--- config.mk ---
export PLATFORM = sky130hd
export DESIGN_NAME = bcd_countdown_timer
export DESIGN_NICKNAME = d
export VERILOG_FILES = /design/src/rtl/bcd_countdown_timer.sv
export SDC_FILE = /design/constraint.sdc
export NUM_CORES = 1
export LEC_CHECK = 0
export ABC_AREA = 1
export BUFFER_PORTS_ARGS = -buffer_cell sky130_fd_sc_hd__buf_4
export CORE_MARGIN = 5
export CORE_UTILIZATION = 25
export CTS_BUF_LIST = sky130_fd_sc_hd__clkbuf_8 sky130_fd_sc_hd__clkbuf_16
export CTS_CLUSTER_SIZE = 25
export DETAILED_ROUTE_END_ITERATION = 6
export PLACE_DENSITY = 0.43
export RECOVER_POWER = 25
export SKIP_CTS_REPAIR_TIMING = 1
export SLEW_MARGIN = 10
export SYNTH_ARGS = -nofsm -noshare
export SYNTH_HDL_FRONTEND = slang
export SYNTH_SLANG_ARGS = --single-unit
export TNS_END_PERCENT = 10
--- constraint.sdc ---
create_clock -name clock -period 2.3 [get_ports clock]
set_input_delay 0.23 -clock clock [delete_from_list [all_inputs] [get_ports clock]]
set_output_delay 0.23 -clock clock [all_outputs]
set_load 0.05 [all_outputs]
--- src/rtl/bcd_countdown_timer.sv ---
// Microwave cook-time counter: keypad entry into three BCD digits (M:ST:SO),
// once-per-second countdown while running, with pause/resume and a done pulse.
module bcd_countdown_timer #(
    parameter int TICKS_PER_SEC = 50_000_000
) (
    input  logic       clock,
    input  logic       reset,
    input  logic [3:0] digit_in,
    input  logic       digit_valid,
    input  logic       start,
    input  logic       stop,
    input  logic       door_open,
    output logic [3:0] sec_ones,
    output logic [3:0] sec_tens,
    output logic [3:0] mins,
    output logic       running,
    output logic       paused,
    output logic       done
);

    localparam int PW = (TICKS_PER_SEC > 1) ? $clog2(TICKS_PER_SEC) : 1;
    localparam logic [PW-1:0] PRE_MAX = PW'(TICKS_PER_SEC - 1);

    typedef enum logic [1:0] {
        ST_SET   = 2'd0,
        ST_RUN   = 2'd1,
        ST_PAUSE = 2'd2
    } state_t;

    state_t        state_q, state_d;
    logic [3:0]    so_q, so_d;
    logic [3:0]    st_q, st_d;
    logic [3:0]    m_q, m_d;
    logic [PW-1:0] pre_q, pre_d;
    logic          done_q, done_d;
    logic          running_q, running_d;
    logic          paused_q, paused_d;

    logic          time_zero;
    logic          digit_ok;
    logic [11:0]   dec_time;

    // One-second BCD decrement with borrow across seconds-ones, seconds-tens, minutes.
    function automatic logic [11:0] bcd_dec(input logic [3:0] m, input logic [3:0] st,
                                            input logic [3:0] so);
        logic [11:0] r;
        if (so != 4'd0)
            r = {m, st, so - 4'd1};
        else if (st != 4'd0)
            r = {m, st - 4'd1, 4'd9};
        else
            r = {m - 4'd1, 4'd5, 4'd9};
        return r;
    endfunction

    assign time_zero = (m_q == 4'd0) && (st_q == 4'd0) && (so_q == 4'd0);
    // The current ones digit becomes the tens digit, so it must be a legal tens value.
    assign digit_ok  = (digit_in <= 4'd9) && (so_q <= 4'd5);
    assign dec_time  = bcd_dec(m_q, st_q, so_q);

    always_ff @(posedge clock or posedge reset) begin
        if (reset) begin
            state_q   <= ST_SET;
            so_q      <= 4'd0;
            st_q      <= 4'd0;
            m_q       <= 4'd0;
            pre_q     <= '0;
            done_q    <= 1'b0;
            running_q <= 1'b0;
            paused_q  <= 1'b0;
        end else begin
            state_q   <= state_d;
            so_q      <= so_d;
            st_q      <= st_d;
            m_q       <= m_d;
            pre_q     <= pre_d;
            done_q    <= done_d;
            running_q <= running_d;
            paused_q  <= paused_d;
        end
    end

    always_comb begin
        state_d = state_q;
        so_d    = so_q;
        st_d    = st_q;
        m_d     = m_q;
        pre_d   = pre_q;
        done_d  = 1'b0;

        case (state_q)
            ST_SET: begin
                if (!door_open) begin
                    if (stop) begin
                        so_d = 4'd0;
                        st_d = 4'd0;
                        m_d  = 4'd0;
                    end else if (start) begin
                        if (!time_zero) begin
                            state_d = ST_RUN;
                            pre_d   = '0;
                        end
                    end else if (digit_valid && digit_ok) begin
                        m_d  = st_q;
                        st_d = so_q;
                        so_d = digit_in;
                    end
                end
            end
            ST_RUN: begin
                if (door_open || stop) begin
                    state_d = ST_PAUSE;
                end else if (pre_q == PRE_MAX) begin
                    pre_d = '0;
                    {m_d, st_d, so_d} = dec_time;
                    if (dec_time == 12'd0) begin
                        state_d = ST_SET;
                        done_d  = 1'b1;
                    end
                end else begin
                    pre_d = pre_q + PW'(1);
                end
            end
            ST_PAUSE: begin
                if (!door_open) begin
                    if (stop) begin
                        so_d    = 4'd0;
                        st_d    = 4'd0;
                        m_d     = 4'd0;
                        pre_d   = '0;
                        state_d = ST_SET;
                    end else if (start) begin
                        state_d = ST_RUN;
                    end
                end
            end
            default: state_d = ST_SET;
        endcase

        running_d = (state_d == ST_RUN);
        paused_d  = (state_d == ST_PAUSE);
    end

    assign sec_ones = so_q;
    assign sec_tens = st_q;
    assign mins     = m_q;
    assign running  = running_q;
    assign paused   = paused_q;
    assign done     = done_q;

endmodule

==> results.ini, run 1 <==
[detailed_routing]
vias_per_cell = 4.51
wirelength_um = 7320
ant_nets = 0
via_count = 2528
first_pass_iters = 4
wire_per_inst_um = 13.0
drc = 0
drt_iter0_drc = 119

[setup_path]
crit_path_end = pre_q[10]
slowest_delay_ns = 0.40
r2r-start = state_q[0]
cp_data_arrival_time_ns = 2.31
cp-end-kind = flop
r2r_setup_slack_ns = 0.22
worstPathCellList = inv_1 -> ha_1 -> o21ai_2 -> nand2_1 -> a211oi_2 -> nand2_2 -> inv_2 -> buf_4 -> nand3_1 -> nor2_1 -> nor2_1 -> nor2_1
cp_max_fo = 13
cp_slowest_cell = dfrtp_1
required_ns = 2.53
r2r_end = pre_q[10]
critPathKind = reg -> reg
crit_path_start = state_q[0]
crit_top_cell = nor2_1
r2r_cells = 12
start_kind = flop

[cts]
clk_pin_slew_ns = 0.10
cts_root_buffer = clkbuf_8
htree_levels = 2
clock_latency_ns = 0.30
numCtsBuffers = 5
clockBufferDepth = 2
cts_sinks = 43
cts_tree = done

[global_route]
grt_antenna_before_repair = 0
track_usage_pct = 11.9
grt_max_degree = 22
grt_pass1_wl_um = 12700
grt_pass1_vias = 2511
grt_overflow = 0

[pwr]
power_frac_clock_pct = 17.2
ir_drop_v = 0.000573
power_density_nw_per_um2 = 1060
switching_share_pct = 48.5
combPwrFrac_pct = 53.4
p_leak_nw = 1.57
power_w = 0.00356
p_int_w = 0.00184
p_switching_w = 0.00173
p_seq_share_pct = 29.4

[timing]
fin_crit_ns = 2.08
finalSetupViolCount = 0
skew_ns = 0.0147
rsz0062_at_grt = no
fin_tns_setup_ns = 0
slew_headroom_pct = 47.3
drv_slew = 0
hold_violations = 0
post-route-period-util_pct = 90.4
worst_slew_pin_slew_ns = 0.791
fmax_ghz = 0.481

[cells_and_area]
n_antenna_cell = 0
drive_gt1_share_pct = 19.5
layout_common_cells = nand2_1, nor2_1, inv_1, dfrtp_1, buf_4
final_cells = 561
design_area_um2 = 3350
utilization_pct = 30.9
final_common_cell = nand2_1
area_growth_syn_to_layout_pct = 20.6
nets = 437

[placed_design]
dpl_cell_area_um2 = 3220
place_hpwl_um = 5660
place_congestion = 0.796
port_buffers = 24
dp_cells = 552

[job]
max-cap-violations = 0

[hold_path]
hold_class = in -> reg
min_path_cells = 3

[status]
status = finished, final reports clean

[synth]
ys_seq_area_share_pct = 38.8
synth-seq-cells = 43
synth_nets = 392
netlist_area_um2 = 2780
synthCells = 375
yosys_warnings = 0
syn_area_per_cell_um2 = 7.40
synth_cell_types = 40

[floorplan]
core_area_um2 = 10800
dieHeight_um = 115
initial_core_util_pct = 25.6
die_width_um = 115
core.rowCount = 38
die-area_um2 = 13300
ios = 25

==> synthesized netlist by cell type <==
cell / n / area [µm²]
nand2_1: 80 / 300
nor2_1: 55 / 206
dfrtp_1: 43 / 1080
inv_1: 43 / 161
a21oi_1: 32 / 160
o21ai_0: 18 / 90.1
nand3_1: 13 / 65.1
nor3_1: 9 / 45.0
ha_1: 7 / 87.6
nand4_1: 7 / 43.8
inv_2: 6 / 22.5
a22oi_1: 5 / 37.5
nor2_2: 5 / 31.3
xor2_1: 5 / 43.8
a211oi_1: 4 / 30.0
buf_6: 4 / 45.0
nor3_2: 4 / 40.0
and3_1: 3 / 18.8
nand2_2: 3 / 18.8
nor2_4: 3 / 33.8
buf_2: 2 / 10.0
nand3_2: 2 / 20.0
nor3b_1: 2 / 15.0
o211ai_1: 2 / 15.0
o21a_1: 2 / 15.0
o21ai_1: 2 / 10.0
a211oi_2: 1 / 12.5
a21oi_2: 1 / 8.76
a22oi_2: 1 / 12.5
and2_0: 1 / 6.26
clkbuf_1: 1 / 3.75
mux2_2: 1 / 11.3
nand2_4: 1 / 11.3
nand3b_1: 1 / 7.51
nand4_2: 1 / 12.5
nor2b_1: 1 / 6.26
nor3_4: 1 / 16.3
o21ai_2: 1 / 8.76
o31ai_1: 1 / 7.51
xnor2_1: 1 / 8.76
==> how the worst min path moves through the flow <==
| stage | endpoint | slack (ns) | startpoint |
|---|---|---|---|
| CTS | sec_tens[1] | -0.12 | reset |
| floorplan | sec_ones[1] | 0.41 | digit_in[1] |
| global route | sec_ones[2] | 0.20 | digit_in[2] |
| detailed placement | mins[3] | 0.22 | reset |
| finish | sec_ones[1] | 0.21 | digit_in[1] |
| global placement | mins[3] | 0.22 | reset |
==> logic make-up after synthesis <==
group	Yosys count	synth area share [%]
XOR/XNOR	6	1.89
AO/OA/AOI/OAI	70	14.7
AND/OR/NAND/NOR	192	32.4
multiplexers	1	0.406
adder cells (fa/ha/maj)	7	3.15
flip-flops	43	38.8
buffers and inverters	56	8.74
==> metal layers <==
| metal | track usage [%] | up-vias | wire length (µm) |
|---|---|---|---|
| li1 | - | 1315 | - |
| met1 | 17.2 | 1178 | 3840 |
| met5 | 0 | - | 0 |
| met3 | 2.05 | 5 | 154 |
| met2 | 18.4 | 30 | 3260 |
| met4 | 2.90 | 0 | 64 |
==> metrics by stage <==
step | worst slack, ns | hold WS, ns
finish | 0.221 | 0.209
global placement | 0.175 | 0.225
CTS | 0.145 | -0.117
global route | 0.0330 | 0.205
detailed placement | 0.204 | 0.223
floorplan | 0.357 | 0.410
==> worst max-delay path, delay by kind of cell (launching register included) <==
kind	cells	cell delay (ns)
AOI/OAI and AO/OA	2	0.36
DFF	1	0.40
buffers and inverters	3	0.52
adders and majority gates	1	0.22
and+or+nand+nor	6	0.51
==> power by group through the flow <==
stage,registers (W),logic [W],clock network (W)
4_1_cts,0.00105,0.00191,0.000640
2_1_floorplan,0.00134,0.00110,0
3_3_place_gp,0.00106,0.00190,0
6_report,0.00105,0.00190,0.000614
5_1_grt,0.00107,0.00213,0.000663
3_5_place_dp,0.00106,0.00190,0
==> state kept, by name, summed over array words and instances, names as in the netlist <==
name      count
done          1
mins          4
paused        1
pre_q        26
running       1
sec_ones      4
sec_tens      4
state_q       2
==> layout make-up <==
type / instances / area [µm²]
fill: 1217 / 7490
multi-input combinational: 276 / 1470
sequential: 43 / 1080
timing repair buffer: 45 / 337
inverter: 49 / 184
tap: 140 / 175
clock buffer: 5 / 68.8
clock inverter: 3 / 43.8
Power figures use the tool's default switching activity.
==> run 2, diff against run 1 <==
--- a/config.mk
+++ b/config.mk
@@ -16,2 +16,3 @@
 export RECOVER_POWER = 25
+export SETUP_SLACK_MARGIN = 0.05
 export SKIP_CTS_REPAIR_TIMING = 1
==> constraint.sdc (replaced) <==
create_clock -name clock -period 2.3 [get_ports clock]
set_input_delay 0.46 -clock clock [delete_from_list [all_inputs] [get_ports clock]]
set_output_delay 0.46 -clock clock [all_outputs]
set_load 0.05 [all_outputs]
==> run 2 against run 1 <==
Net effect:
- clock skew decreased by 0.0066 ns
- sequential share of layout area grew 0.13 points
- combinational power about the same
- sequential power barely moved
- via count decreased by 1.5%
- hold slack gained 0.23 ns
- clock-buffer cell count unchanged
- critical path depth did not move
- cell count down 0.71%
- power rose by 2.4%
- critical path type unchanged
- largest power group unchanged
- highest routed layer unchanged
==> results.ini, run 2 (same netlist as run 1, synthesis figures left out) <==
[status]
status = finished, final reports clean

[setup_path]
cp_data_arrival_time_ns = 2.25
slowest_delay_ns = 0.40
r2r_end = pre_q[10]
cp_max_fo = 11
r2r-start = state_q[1]
start_kind = flop
worstPathCellList = inv_1 -> ha_1 -> inv_1 -> nor2_1 -> a211oi_2 -> nand2_2 -> inv_2 -> buf_4 -> nand3_1 -> nor2_1 -> nor2_1 -> nor2_1
required_ns = 2.54
crit_path_end = pre_q[10]
r2r_setup_slack_ns = 0.29
cp-end-kind = flop
r2r_cells = 12
crit_top_cell = nor2_1
critPathKind = reg -> reg
cp_slowest_cell = dfrtp_1
crit_path_start = state_q[1]

[floorplan]
core.rowCount = 38
dieHeight_um = 115
die_width_um = 115
core_area_um2 = 10800
die-area_um2 = 13300
initial_core_util_pct = 25.6
ios = 25

[detailed_routing]
via_count = 2489
vias_per_cell = 4.47
drc = 0
drt_iter0_drc = 91
first_pass_iters = 4
wire_per_inst_um = 13.1
wirelength_um = 7300
ant_nets = 0

[cells_and_area]
drive_gt1_share_pct = 19.2
largest-register = pre_q
multi_input_area_um2 = 1460
area_growth_syn_to_layout_pct = 20.1
nets = 433
largest_reg_flops = 26
fillers = 1192
seq_area_um2 = 1080
layout_common_cells = nand2_1, nor2_1, inv_1
n_antenna_cell = 0
final_common_cell = nand2_1
design_area_um2 = 3340

[timing]
post-route-period-util_pct = 87.3
fin_crit_ns = 2.01
finalSetupViolCount = 0
hold_violations = 0
slew_headroom_pct = 22.4
fmax_ghz = 0.498
setup_ws_ns = 0.292
fin_tns_setup_ns = 0
drv_slew = 0
skew_ns = 0.00807
worst_slew_pin_slew_ns = 1.16
rsz0062_at_grt = no

[cts]
htree_levels = 2
cts_tree = done
clockBufferDepth = 2
cts_root_buffer = clkbuf_8
clk_pin_slew_ns = 0.09
clock_latency_ns = 0.31
cts_sinks = 43
numCtsBuffers = 5

[placed_design]
place_hpwl_um = 5490
dpl_cell_area_um2 = 3200
port_buffers = 24
pre_cts_ws_ns = 0.251
place_congestion = 0.791

[global_route]
grt.busiest_layer = met2
met1_usage_pct = 16.3
grt_pass1_wl_um = 12300
track_usage_pct = 11.7
grt_pass1_vias = 2429
grtUsageMet2_pct = 18.3
grt_max_degree = 44
grt_overflow = 0
grt_antenna_before_repair = 0
grt_use_met3_pct = 2.26

[pwr]
power_density_nw_per_um2 = 1090
ir_drop_v = 0.000524
p_leak_nw = 1.56
power_w = 0.00365

[job]
max-cap-violations = 0

[hold_path]
hold_class = in -> reg

==> run 2: cell types whose count changed in the layout (fill, tap and decap cells not counted), sizes merged <==
cell	previous run	this run
buf	42	39
clkinv	2	0
bufinv	1	2
dlygate4sd3	1	0
inv	49	50
==> run 2: power by group <==
| part | switching, W | internal [W] | total [W] |
|---|---|---|---|
| Clock | 0.000290 | 0.000430 | 0.000720 |
| Sequential | 0.000143 | 0.000891 | 0.00103 |
| Combinational | 0.00128 | 0.000610 | 0.00189 |
==> run 2: final cells by class <==
| cell class | instances | share of cell area (%) |
|---|---|---|
| repair buffers | 41 | 9.15 |
| clock inverters | 3 | 1.91 |
| flip-flops and latches | 43 | 32.3 |
| well taps | 140 | 5.25 |
| clock buffers | 5 | 2.06 |
| multi-input cells | 276 | 43.8 |
| inverters | 49 | 5.51 |
==> run 2: routing by layer <==
layer  vias up  part of all wire (%)
met2        40                    45
met3         6                   3.0
met4         0                   1.3
met5         -                     0
met1      1143                    50
li1       1300                     -
==> run 2: worst max-delay path: cells and delay by family, from the launching register on <==
family	cells	cell delay, ns
AO/OA/AOI/OAI	1	0.29
adder cells (fa/ha/maj)	1	0.20
AND/OR/NAND/NOR	6	0.49
flip-flops	1	0.40
buffers and inverters	4	0.54
==> run 2: stage by stage <==
step | utilization, % | cells | hold WS, ns
after global routing | 30.8 | 557 | 0.453
after detailed placement | 29.5 | 549 | 0.507
after global placement | 29.5 | 549 | 0.504
after floorplan | - | 375 | 0.479
final | 30.8 | 557 | 0.444
after CTS | 30.7 | 557 | 0.329
==> run 2: worst min path at each step <==
stage,cells after the start,to,start
6_report,3,sec_ones[1],digit_in[1]
5_1_grt,3,sec_ones[3],digit_in[3]
4_1_cts,3,pre_q[3],reset
3_5_place_dp,2,mins[3],mins[3]
3_3_place_gp,2,mins[3],mins[3]
2_1_floorplan,2,pre_q[1],pre_q[1]
==> run 3, diff against run 2 <==
CORE_UTILIZATION = 60   (was 25)
PLACE_DENSITY = 0.83   (was 0.43)
==> run 3 against run 2 <==
Net effect:
- hold slack better by 0.0059 ns
- worst setup slack worse by 0.063 ns
- global-route usage up 11 points
- first-iteration DRC count rose to 3.1 times the previous value
- register-to-register slack got worse by 0.06 ns
- wire length decreased by 11%
==> results.ini, run 3 (same netlist as run 1, synthesis figures left out) <==
[cells_and_area]
area_growth_syn_to_layout_pct = 13.1
largest_reg_flops = 26
final_common_cell = nand2_1
largest-register = pre_q
drive_gt1_share_pct = 18.0
final_cells = 462
layout_common_cells = nand2_1, nor2_1, dfrtp_1
nets = 426
n_antenna_cell = 0

[timing]
slew_headroom_pct = 28.8
finalSetupViolCount = 0
setup_ws_ns = 0.229
fin_crit_ns = 2.07
fmax_ghz = 0.483
drv_slew = 0
post-route-period-util_pct = 90.1
hold_violations = 0
worst_slew_pin_slew_ns = 1.07
skew_ns = 0.00639
rsz0062_at_grt = no
fin_tns_setup_ns = 0

[global_route]
grt_pass1_vias = 2317
grt_antenna_before_repair = 0
grt_max_degree = 44
grt_overflow = 0
grt_pass1_wl_um = 11000
track_usage_pct = 22.2

[floorplan]
core.rowCount = 24
initial_core_util_pct = 62.9
ios = 25
die_width_um = 78.0
die-area_um2 = 6090
core_area_um2 = 4410
dieHeight_um = 78.0

[setup_path]
worstPathCellList = inv_1 -> ha_1 -> inv_1 -> nor2_1 -> a211oi_2 -> nand2_2 -> buf_4 -> nor3_1 -> and2_0 -> nor2_1
cp_slowest_cell = dfrtp_1
r2r_setup_slack_ns = 0.23
cp_data_arrival_time_ns = 2.28
r2r-start = state_q[1]
crit_path_end = pre_q[20]
slowest_delay_ns = 0.39
crit_path_start = state_q[1]
cp_max_fo = 10
critPathKind = reg -> reg
start_kind = flop
r2r_end = pre_q[20]
required_ns = 2.50
cp-end-kind = flop
r2r_cells = 10

[pwr]
p_seq_share_pct = 30.6
ir_drop_v = 0.000768
power_frac_clock_pct = 14.5
p_int_w = 0.00169
p_switching_w = 0.00171
p_leak_nw = 1.50
switching_share_pct = 50.3
power_density_nw_per_um2 = 1080
combPwrFrac_pct = 54.9

[status]
status = finished, final reports clean

[cts]
clock_latency_ns = 0.31
numCtsBuffers = 5
clockBufferDepth = 2
clk_pin_slew_ns = 0.09
cts_sinks = 43
cts_tree = done
htree_levels = 2
cts_root_buffer = clkbuf_8

[detailed_routing]
vias_per_cell = 5.62
first_pass_iters = 5
via_count = 2596
drt_iter0_drc = 279
drc = 0
wirelength_um = 6490
wire_per_inst_um = 14.0
ant_nets = 0

[placed_design]
place_hpwl_um = 4860
pre_cts_ws_ns = 0.191
dp_cells = 454
port_buffers = 24
place_congestion = 0.889

[job]
max-cap-violations = 0

[hold_path]
hold_class = in -> reg

run 3: changes by cell type in the layout (fill, tap and decap cells not counted), moves of 2 or more:
cell,delta
buf_4,-8
bufinv_16,-2
clkinvlp_4,+2
inv_1,-2
run 3: cell type report:
type	count	area [µm²]
clock inverter	3	20.0
timing repair buffer	34	256
sequential	43	1080
fill	360	1270
multi-input combinational	276	1470
tap	52	65.1
inverter	49	186
clock buffer	5	68.8
run 3: power groups by stage:
stage / logic [W] / clock network [W] / registers (W)
finish: 0.00186 / 0.000493 / 0.00104
global route: 0.00204 / 0.000539 / 0.00106
CTS: 0.00183 / 0.000495 / 0.00104
detailed placement: 0.00182 / 0 / 0.00105
global placement: 0.00178 / 0 / 0.00104
floorplan: 0.00110 / 0 / 0.00134
run 3: metal layers:
metal | up-vias | GRT usage [%] | part of all wire (%)
met4 | 0 | 6.08 | 1.4
li1 | 1288 | - | -
met3 | 11 | 4.23 | 5.6
met2 | 88 | 33.7 | 45
met5 | - | 0 | 0
met1 | 1209 | 32.6 | 48
run 3: how the worst min path moves through the flow:
| stage | startpoint | slack, ns | endpoint | cells after the start |
|---|---|---|---|---|
| 2_1_floorplan | pre_q[1] | 0.48 | pre_q[1] | 2 |
| 3_3_place_gp | pre_q[1] | 0.51 | pre_q[1] | 2 |
| 3_5_place_dp | pre_q[22] | 0.53 | pre_q[22] | 2 |
| 4_1_cts | reset | 0.31 | pre_q[1] | 3 |
| 5_1_grt | digit_in[1] | 0.46 | sec_ones[1] | 3 |
| 6_report | digit_in[2] | 0.45 | sec_ones[2] | 3 |
run 3: per-stage QoR:
| step | util, % | hold WS, ns | instance area, µm² | total power (W) |
|---|---|---|---|---|
| floorplan | - | 0.479 | 2780 | 0.00244 |
| global placement | 68.8 | 0.506 | 3040 | 0.00282 |
| detailed placement | 68.8 | 0.526 | 3040 | 0.00287 |
| CTS | 70.8 | 0.305 | 3130 | 0.00336 |
| global route | 71.1 | 0.457 | 3140 | 0.00365 |
| finish | 71.1 | 0.450 | 3140 | 0.00340 |
run 3: worst max-delay path, delay by kind of cell (launching register included):
kind	cells	cell delay, ns
adders and majority gates	1	0.19
and+or+nand+nor	5	0.67
AOI/OAI and AO/OA	1	0.35
DFF	1	0.39
buffers and inverters	3	0.37
